## config.mk

```make
export PLATFORM = sky130hd
export DESIGN_NAME = ifu_fetch
export DESIGN_NICKNAME = d
export VERILOG_FILES = /design/src/rtl/ifu_pkg.sv /design/src/rtl/ifu_fifo.sv /design/src/rtl/ifu_fetch.sv
export SDC_FILE = /design/constraint.sdc
export NUM_CORES = 1
export LEC_CHECK = 0
export CAP_MARGIN = 0
export CORE_MARGIN = 5
export CORE_UTILIZATION = 42
export CTS_CLUSTER_DIAMETER = 60
export DETAILED_ROUTE_END_ITERATION = 8
export PLACE_DENSITY = 0.67
export SYNTH_ARGS = -nofsm -noshare
export SYNTH_HDL_FRONTEND = slang
export SYNTH_SLANG_ARGS = --single-unit
```

## constraint.sdc

```tcl
create_clock -name i_clk -period 15.1 [get_ports i_clk]
set_clock_uncertainty 0.05 [all_clocks]
set_input_delay 1.51 -clock i_clk [delete_from_list [all_inputs] [get_ports i_clk]]
set_output_delay 1.51 -clock i_clk [all_outputs]
set_load 0.005 [all_outputs]
```

## src/rtl/ifu_pkg.sv

```systemverilog
// Shared definitions for the instruction fetch unit.
// Optional feature macro: IFU_EBREAK_HALT_EN (ebreak predecode halts fetching).
package ifu_pkg;

   localparam int          XLEN_DEF     = 64;
   localparam logic [63:0] RESET_PC_DEF = 64'h8000_0000;
   localparam logic [31:0] EBREAK_INSN  = 32'h0010_0073;

   // Fetch FSM states; HALT is only reachable with IFU_EBREAK_HALT_EN.
   localparam logic [1:0]  ST_BOOT = 2'd0;
   localparam logic [1:0]  ST_RUN  = 2'd1;
   localparam logic [1:0]  ST_HALT = 2'd2;

   // One buffered fetch result as presented to decode.
   typedef struct packed {
      logic [31:0]         instr;
      logic [XLEN_DEF-1:0] pc;
      logic                fault;
   } fetch_entry_t;

endpackage

```

## src/rtl/ifu_fifo.sv

```systemverilog
// Small synchronous FIFO with flush. Used both as the decode-side output
// buffer and as the tag queue holding PCs of outstanding requests.
// Push when full and pop when empty are ignored; flush wins over both.
module ifu_fifo #(
   parameter int W     = 97,
   parameter int DEPTH = 2
) (
   input  logic                     i_clk,
   input  logic                     i_rst,
   input  logic                     i_flush,
   input  logic                     i_push,
   input  logic                     i_pop,
   input  logic [W-1:0]             i_data,
   output logic [W-1:0]             o_data,
   output logic [$clog2(DEPTH):0]   o_count,
   output logic                     o_empty
);

   localparam int AW = $clog2(DEPTH);

   logic [W-1:0]  r_mem [DEPTH];
   logic [AW-1:0] r_wp;
   logic [AW-1:0] r_rp;
   logic [AW:0]   r_cnt;

   logic          w_full;
   logic          w_do_push;
   logic          w_do_pop;

   assign w_full    = (r_cnt == (AW+1)'(DEPTH));
   assign o_empty   = (r_cnt == '0);
   assign w_do_push = i_push & ~w_full;
   assign w_do_pop  = i_pop & ~o_empty;
   assign o_data    = r_mem[r_rp];
   assign o_count   = r_cnt;

   // Storage and pointers; DEPTH is a power of two so pointers wrap naturally.
   always_ff @(posedge i_clk or posedge i_rst) begin
      if (i_rst) begin
         for (int i = 0; i < DEPTH; i++) r_mem[i] <= '0;
         r_wp  <= '0;
         r_rp  <= '0;
         r_cnt <= '0;
      end else if (i_flush) begin
         r_wp  <= '0;
         r_rp  <= '0;
         r_cnt <= '0;
      end else begin
         if (w_do_push) begin
            r_mem[r_wp] <= i_data;
            r_wp        <= r_wp + 1'b1;
         end
         if (w_do_pop) r_rp <= r_rp + 1'b1;
         r_cnt <= r_cnt + (AW+1)'(w_do_push) - (AW+1)'(w_do_pop);
      end
   end

endmodule

```

## src/rtl/ifu_fetch.sv

```systemverilog
// Instruction fetch stage: issues in-order word fetches under a credit limit,
// buffers responses for decode, and discards stale responses after redirect.
// Optional feature macro: IFU_EBREAK_HALT_EN (stop fetching after an ebreak).
module ifu_fetch
   import ifu_pkg::*;
#(
   parameter int              XLEN       = XLEN_DEF,
   parameter logic [XLEN-1:0] RESET_PC   = XLEN'(RESET_PC_DEF),
   parameter int              FIFO_DEPTH = 2
) (
   input  logic            i_clk,
   input  logic            i_rst,
   output logic            o_imem_req_valid,
   input  logic            i_imem_req_ready,
   output logic [XLEN-1:0] o_imem_req_addr,
   input  logic            i_imem_rsp_valid,
   input  logic [31:0]     i_imem_rsp_data,
   input  logic            i_imem_rsp_err,
   output logic            o_id_valid,
   input  logic            i_id_ready,
   output logic [31:0]     o_id_instr,
   output logic [XLEN-1:0] o_id_pc,
   output logic            o_id_fault,
   input  logic            i_redirect_valid,
   input  logic [XLEN-1:0] i_redirect_pc
);

   localparam int CW = $clog2(FIFO_DEPTH) + 1;
   localparam int EW = 32 + XLEN + 1;

   logic [1:0]      r_state;
   logic [XLEN-1:0] r_pc;
   logic [CW-1:0]   r_drop;

   logic [CW-1:0]   w_out;
   logic [CW-1:0]   w_obuf_cnt;
   logic            w_obuf_empty;
   logic            w_tag_empty;
   logic [XLEN-1:0] w_tag_pc;
   logic [EW-1:0]   w_head;
   logic [CW+1:0]   w_used;
   logic            w_credit;
   logic            w_req_hs;
   logic            w_id_hs;
   logic            w_rsp_stale;
   logic            w_push;
   logic            w_halt_go;
   logic            w_flush_tags;
   logic [CW:0]     w_drop_sum;

   // Everything in flight or buffered must fit in the output buffer, so a
   // response always has a slot waiting for it.
   assign w_used   = {2'b00, w_out} + {2'b00, r_drop} + {2'b00, w_obuf_cnt};
   assign w_credit = (w_used < (CW+2)'(FIFO_DEPTH));

   assign o_imem_req_valid = (r_state == ST_RUN) & w_credit;
   assign o_imem_req_addr  = r_pc;

   assign w_req_hs    = o_imem_req_valid & i_imem_req_ready;
   assign w_id_hs     = o_id_valid & i_id_ready;
   assign w_rsp_stale = i_imem_rsp_valid & ((r_drop != '0) | i_redirect_valid);
   assign w_push      = i_imem_rsp_valid & ~w_rsp_stale;

`ifdef IFU_EBREAK_HALT_EN
   assign w_halt_go = w_push & (i_imem_rsp_data == EBREAK_INSN);
`else
   assign w_halt_go = 1'b0;
`endif

   // Redirect and halt both turn every outstanding request into a drop.
   assign w_flush_tags = i_redirect_valid | w_halt_go;

   // Drop count after a flush: all outstanding plus this cycle's handshake,
   // less the response consumed this cycle (stale or the halting push).
   assign w_drop_sum = {1'b0, r_drop} + {1'b0, w_out}
                     + (CW+1)'(w_req_hs) - (CW+1)'(i_imem_rsp_valid);

   // PCs of outstanding requests, oldest at the head; its count is the
   // outstanding-request count.
   ifu_fifo #(.W(XLEN), .DEPTH(FIFO_DEPTH)) u_tag_q (
      .i_clk   (i_clk),
      .i_rst   (i_rst),
      .i_flush (w_flush_tags),
      .i_push  (w_req_hs),
      .i_pop   (w_push),
      .i_data  (r_pc),
      .o_data  (w_tag_pc),
      .o_count (w_out),
      .o_empty (w_tag_empty)
   );

   // Output buffer of {instr, pc, fault} for decode.
   ifu_fifo #(.W(EW), .DEPTH(FIFO_DEPTH)) u_obuf (
      .i_clk   (i_clk),
      .i_rst   (i_rst),
      .i_flush (i_redirect_valid),
      .i_push  (w_push),
      .i_pop   (w_id_hs),
      .i_data  ({i_imem_rsp_data, w_tag_pc, i_imem_rsp_err}),
      .o_data  (w_head),
      .o_count (w_obuf_cnt),
      .o_empty (w_obuf_empty)
   );

   assign o_id_valid = ~w_obuf_empty;
   assign o_id_instr = w_head[EW-1 -: 32];
   assign o_id_pc    = w_head[XLEN:1];
   assign o_id_fault = w_head[0];

   // Fetch FSM: one idle boot cycle, then run (optionally halt on ebreak).
   always_ff @(posedge i_clk or posedge i_rst) begin
      if (i_rst) begin
         r_state <= ST_BOOT;
      end else begin
         case (r_state)
            ST_BOOT: r_state <= ST_RUN;
`ifdef IFU_EBREAK_HALT_EN
            ST_RUN:  if (w_halt_go) r_state <= ST_HALT;
            ST_HALT: if (i_redirect_valid) r_state <= ST_RUN;
`endif
            default: r_state <= ST_RUN;
         endcase
      end
   end

   // Fetch PC: redirect target (word aligned) wins over sequential advance.
   always_ff @(posedge i_clk or posedge i_rst) begin
      if (i_rst) begin
         r_pc <= RESET_PC;
      end else if (i_redirect_valid) begin
         r_pc <= i_redirect_pc & ~XLEN'(3);
      end else if (w_req_hs) begin
         r_pc <= r_pc + XLEN'(4);
      end
   end

   // Count of in-flight responses that belong to discarded fetch streams.
   always_ff @(posedge i_clk or posedge i_rst) begin
      if (i_rst) begin
         r_drop <= '0;
      end else if (w_flush_tags) begin
         r_drop <= w_drop_sum[CW-1:0];
      end else if (w_rsp_stale) begin
         r_drop <= r_drop - 1'b1;
      end
   end

   // A response with nothing in flight means memory broke the protocol;
   // a live response must also have a tag to pair with.
   a_rsp_order: assert property (@(posedge i_clk) disable iff (i_rst)
      i_imem_rsp_valid |-> ((w_out != '0) || (r_drop != '0)));
   a_rsp_tag: assert property (@(posedge i_clk) disable iff (i_rst)
      w_push |-> !w_tag_empty);

endmodule
```

== After elaboration in Yosys (flattened, before gate mapping) ==
Cells that the tools add are included.
Word-level totals
  input bits: 103
  output and inout port bits: 163
  logic and storage cells: 96
  register bits: 397
Operators by class
  multiplexer cells: 26
  add/subtract/negate cells: 15
  reduce and logical (&&, ||, !) cells: 13
  bitwise logic cells: 20
  magnitude comparators: 7
  eq/ne operators: 2
Operators with widths (count)
  97-bit two-way mux: 4
  64-bit two-way mux: 6
  194-bit bitwise mux: 1
  128-bit bitwise mux: 1
  97-bit demux with 1-bit select: 1
  64-bit by 3-bit adder with 64-bit output, second input constant: 1
  64-bit demux with 1-bit select: 1
  2-bit nonzero test: 7
  1-bit AND: 9
  2-bit >= comparator, second input constant: 4
  1-bit two-way mux: 8
  2-bit two-way mux: 4
  1-bit inverter with 2-bit output: 4
  2-bit by 1-bit adder with 2-bit output: 3
  1-bit inverter: 6
  2-bit by 1-bit subtractor with 2-bit output: 3
  1-bit adder, second input constant: 4
  3-bit by 2-bit adder with 4-bit output: 1
  2-bit == test, second input constant: 2
  2-bit zero test: 2
  2-bit by 1-bit < comparator with 1-bit output, second input constant: 2
  4-bit by 2-bit < comparator with 1-bit output, second input constant: 1
  2-bit AND reduction: 2
  2-bit by 2-bit adder with 3-bit output: 1
  other kinds (4): 5

== Depth between registers and ports, before layout ==
  depth after elaboration: 9
  mapped depth: 13
  depth with buffers taken out: 13

== Hierarchy ==
From an unflattened synthesis, not the netlist that was laid out.
Second synthesis, totals
  cell total of the unflattened synthesis: 1369
  area, all modules: 18407.7 µm²
By module, submodules not included
  ifu_fifo at u_obuf: cells an instance 542, area an instance 8535.7 µm², times used 1, sequential area each 4954.8 µm²
  ifu_fifo at u_tag_q: cells an instance 366, area an instance 5901.9 µm², times used 1, sequential area each 3303.2 µm²
  ifu_fetch: cells an instance 461, area an instance 3970.1 µm², times used 1, sequential area each 1627.8 µm²

== Worst setup path before layout ==
OpenSTA, ideal clock, no wires.
  path kind: register to register
  start point: reg r_drop[1]
  end point: reg r_pc[61], in the netlist o_imem_req_addr[61]
  arrival time: 3.201 ns
  slack: 11.762 ns
  setup time: 0.087 ns
  cell stages (with the launch flop): 11
  path through: dfrtp_1 inv_1 fa_1 inv_1 ha_1 nand4bb_1 or4_1 or4_1 buf_2 or4_1 o211ai_1
On the way
  cells in the longest elaborated chain, start to end: 6
Ends and longest elaborated chain
  start, declared: RTL line ifu_fetch.sv:33  | logic [CW-1:0] r_drop;
  start signal, assigned: RTL line ifu_fetch.sv:142  | r_drop <= w_drop_sum[CW-1:0];
  start signal, assigned: RTL line ifu_fetch.sv:144  | r_drop <= r_drop - 1'b1;
  2-bit by 2-bit adder with 3-bit output: RTL line ifu_fetch.sv:53  | assign w_used = {2'b00, w_out} + {2'b00, r_drop} + {2'b00, w_obuf_cnt};
  3-bit by 2-bit adder with 4-bit output: RTL line ifu_fetch.sv:53
  4-bit by 2-bit < comparator with 1-bit output: RTL line ifu_fetch.sv:54  | assign w_credit = (w_used < (CW+2)'(FIFO_DEPTH));
  1-bit AND: RTL line ifu_fetch.sv:56  | assign o_imem_req_valid = (r_state == ST_RUN) & w_credit;
  1-bit AND: RTL line ifu_fetch.sv:59  | assign w_req_hs = o_imem_req_valid & i_imem_req_ready;
  2-bit nonzero test (no line)
  end signal, assigned: RTL line ifu_fetch.sv:131  | r_pc <= i_redirect_pc & ~XLEN'(3);
  end signal, assigned: RTL line ifu_fetch.sv:133  | r_pc <= r_pc + XLEN'(4);
  end, declared: RTL line ifu_fetch.sv:32  | logic [XLEN-1:0] r_pc;
Every way passes these cells.
A chain may end at the register's enable or synchronous reset.

== Final worst setup path ==
  start point: reg u_obuf.r_rp
  end point: out o_id_pc[14]
On the way
  cells in the longest elaborated chain, start to end: 4
Ends and longest elaborated chain
  start, declared: RTL line ifu_fifo.sv:23  | logic [AW-1:0] r_rp;
  start signal, assigned: RTL line ifu_fifo.sv:53  | if (w_do_pop) r_rp <= r_rp + 1'b1;
  1-bit inverter with 2-bit output (implied by the code): RTL line ifu_fifo.sv:34  | assign o_data = r_mem[r_rp];
  97-bit two-way mux (implied by the code) (3 in a row): RTL line ifu_fifo.sv:34
  end, declared: RTL line ifu_fetch.sv:22  | output logic [XLEN-1:0] o_id_pc,
Every way passes these cells. The select of a mux whose other input is x is not followed.

==> impl_metrics.py <==
metrics = {
    "setup_path": {
        "worst-setup-path-type": "reg -> out",
        "cp_num_buf_inv": 2,
        "required_ns": 13.54,
        "rrSetupSlack_ns": 10.75,
        "cp.arrival_ns": 3.26,
        "reg2reg_from": "u_tag_q.o_count[1]$_DFF_PP0_",
        "critical-path-max-stage-delay_ns": 0.90,
        "crit_fanout": 54,
        "cpMaxStageDelayCell": "dfrtp_4",
        "cp-end-kind": "primary output",
        "cp_cell_sequence": "buf_4, mux2_2, clkdlybuf4s50_1",
        "cp_top_family": "buffers and inverters",
        "reg2reg_to": "o_imem_req_addr[61]$_DFFE_PP0P_",
        "ff2ff_path_depth": 9,
        "cp-start-kind": "flip-flop",
    },
    "global_routing": {
        "first_global_vias": 13173,
        "grt_pass1_wl_um": 75000,
        "grt_antenna_before_repair": 9,
        "grt_max_degree": 189,
        "grt_usage": 0.204,
        "grt-ovfl-total": 0,
    },
    "timing": {
        "rsz0062_at_grt": "false",
        "slew_violations": 0,
        "period_needed_ns": 4.82,
        "setup_violations": 0,
        "maxSlewHeadroom": 0.336,
        "fmax_mhz": 208,
        "fin_ws_ns": 10.28,
        "period_share": 0.319,
        "finalHoldViolations": 0,
        "worst_pin_slew_ns": 0.996,
        "finalSetupTns_ns": 0,
    },
    "worst_hold_path": {
        "whs_endpoint": "u_obuf.r_mem[34]$_DFFE_PP0P_",
        "hp-start": "u_obuf.r_mem[34]$_DFFE_PP0P_",
        "whs_path_depth": 2,
        "hold_class": "reg -> reg",
    },
    "route": {
        "wire_per_inst_um": 20.5,
        "dr.pass1.iters": 5,
        "drc": 0,
        "first_iter_violations": 677,
        "totalWireLength_um": 47400,
        "vias_per_cell": 5.43,
        "vias": 12569,
        "antenna_left": 0,
    },
    "clocking": {
        "cts_max_level": 2,
        "cts_sinks": 387,
        "insertion_delay_ns": 0.58,
        "cts_buffers": 45,
        "cts_tree": "yes",
        "cts-root-buf": "clkbuf_16",
        "clkTransAtPathRegs_ns": 0.06,
        "ctsResizeCount": 0,
        "cts_hold_buffers": 0,
        "clockBufferDepth": 3,
        "post_cts.repair.setup_buffers": 0,
    },
    "yosys": {
        "syn_area_um2": 17600,
        "avgSynthCellArea_um2": 11.6,
        "ys_seq_elements": 387,
        "ys_seq_area_frac": 0.551,
        "netlist_instances": 1511,
        "synthFlopType": "dfrtp_1",
        "synthTopCellsByCount": "dfrtp_1, mux2_2, nand2_1, nor2_1, o21ai_0",
        "synth_top_cell_area_share": 0.549,
        "yosysTopAreaCell": "dfrtp_1",
        "synthArstFlopShare": 1.00,
        "ys_types": 46,
        "synth_area_leaders": "dfrtp_1, mux2_2, mux2i_1",
        "synth_warnings": 0,
        "synth-edff-count": 0,
        "yosysMostFrequentCell": "dfrtp_1",
    },
    "layout": {
        "fin_util": 0.531,
        "fin_nets": 1848,
        "drive_gt1_frac": 0.214,
        "area_growth_syn_to_layout_pct": 25.9,
        "nFillCells": 3666,
        "fin_cells": 2316,
    },
    "outcome": {
        "status": "finished clean",
    },
    "pwr": {
        "p_comb_frac": 0.325,
        "swShare": 0.292,
        "clkPwrFrac": 0.269,
        "powerDensity_nw_per_um2": 184,
        "ir_drop_v": 0.0000741,
        "p_leak_uw": 0.00921,
        "totalPowerFinal_uw": 4070,
        "seqPwrFrac": 0.406,
        "p_sw_uw": 1190,
        "internal_power_uw": 2880,
    },
    "floorplan": {
        "die_h_um": 215,
        "start_util": 0.422,
        "num_rows": 75,
        "core_area_um2": 41700,
        "die_area_um2": 46100,
        "die_x_um": 215,
        "ios": 266,
    },
    "place": {
        "dp.cells": 2225,
        "gp_congestion": 0.794,
        "numPortBuffers": 259,
        "dp_hpwl_um": 31400,
        "dp_slack_ns": 10.34,
    },
    "job": {
        "maxCapViolations": 0,
    },
}
[routing by layer]
metal	share of wire	track usage	wire (um)	vias up
met1	0.43	0.263	20300	6331
met5	0.00042	0	20	-
met4	0.032	0.0814	1530	2
met3	0.047	0.0373	2250	93
met2	0.49	0.342	23400	313
li1	-	-	-	5830
[registers in the layout, summed over array words and instances, names as in the netlist]
signal	cells
u_obuf.r_mem	190
u_tag_q.r_mem	124
o_imem_req_addr	62
r_drop	2
u_obuf.o_count	2
u_tag_q.o_count	2
r_state	1
u_obuf.r_rp	1
u_obuf.r_wp	1
u_tag_q.r_rp	1
u_tag_q.r_wp	1
[worst max path at each step]
stage                                 start                               to  slack [ns]  cells after the start
detailed placement         i_imem_req_ready  o_imem_req_addr[61]$_DFFE_PP0P_       10.34                      6
CTS                 u_obuf.r_rp$_DFFE_PP0P_                      o_id_pc[14]       10.26                      3
global route          r_drop[1]$_DFFE_PP0P_                 o_imem_req_valid       10.20                      7
global placement           i_imem_req_ready  o_imem_req_addr[61]$_DFFE_PP0P_       10.41                      6
finish              u_obuf.r_rp$_DFFE_PP0P_                      o_id_pc[14]       10.28                      3
floorplan                             i_rst  o_imem_req_addr[10]$_DFFE_PP0P_        2.79                      1
[worst min-delay path, cell delays in order, from the launching register on]
cell	delay, ns
dfrtp_1	0.34
nand2_1	0.04
o21ai_0	0.06
[power by group through the flow]
| stage | clock network [uW] | logic, uW | registers [uW] |
|---|---|---|---|
| 6_report | 1090 | 1320 | 1650 |
| 4_1_cts | 1120 | 1340 | 1650 |
| 3_3_place_gp | 0 | 1300 | 1640 |
| 3_5_place_dp | 0 | 1330 | 1670 |
| 2_1_floorplan | 0 | 783 | 1590 |
| 5_1_grt | 1160 | 1450 | 1710 |
[per-stage QoR]
step / hold WS, ns / area [um^2]
floorplan: 0.394 / 17600
global placement: 0.406 / 20600
detailed placement: 0.415 / 20600
CTS: 0.428 / 22100
global route: 0.454 / 22100
finish: 0.421 / 22100
[logic make-up after synthesis]
kind of cell | Yosys count | synth area share
muxes | 350 | 0.220
DFF | 387 | 0.551
xor gates and xnor gates | 38 | 0.0189
AOI/OAI and AO/OA | 218 | 0.0691
and+or+nand+nor | 381 | 0.105
other | 2 | 0.000427
adders and majority gates | 12 | 0.00939
buffers and inverters | 123 | 0.0275
[final cells by class]
cell class,count,area [um^2],area share
Inverter,22,90.1,0.00407
Clock inverter,15,214,0.00966
Antenna cell,8,20.0,0.000904
Multi-Input combinational cell,1004,7460,0.337
Tap cell,539,674,0.0305
Timing Repair Buffer,273,2710,0.122
Sequential cell,387,9690,0.438
Clock buffer,68,1280,0.0579
[placed cells by master (no fill, tap or decap), types with 3 or more instances in the layout]
cell	instances
dfrtp_1	384
mux2_2	286
clkdlybuf4s50_1	258
nand2_1	127
o21ai_0	99
nor2_1	99
a21oi_1	65
mux2i_1	64
clkbuf_16	45
or4_1	29
nand3_1	27
nand4_1	26
xnor2_1	22
a31oi_1	22
inv_1	20
xor2_1	16
nor3_1	16
clkbuf_1	16
o31ai_1	15
buf_4	13
and4_1	11
ha_1	10
diode_2	8
nor4_1	8
nor2b_1	7
and3_1	7
or3_1	7
clkbuf_8	7
o211ai_1	6
a221o_1	5
conb_1	5
bufinv_16	4
clkinv_2	4
and2_1	3
nor3b_1	3
inv_6	3
Power figures use the tool's default switching activity.
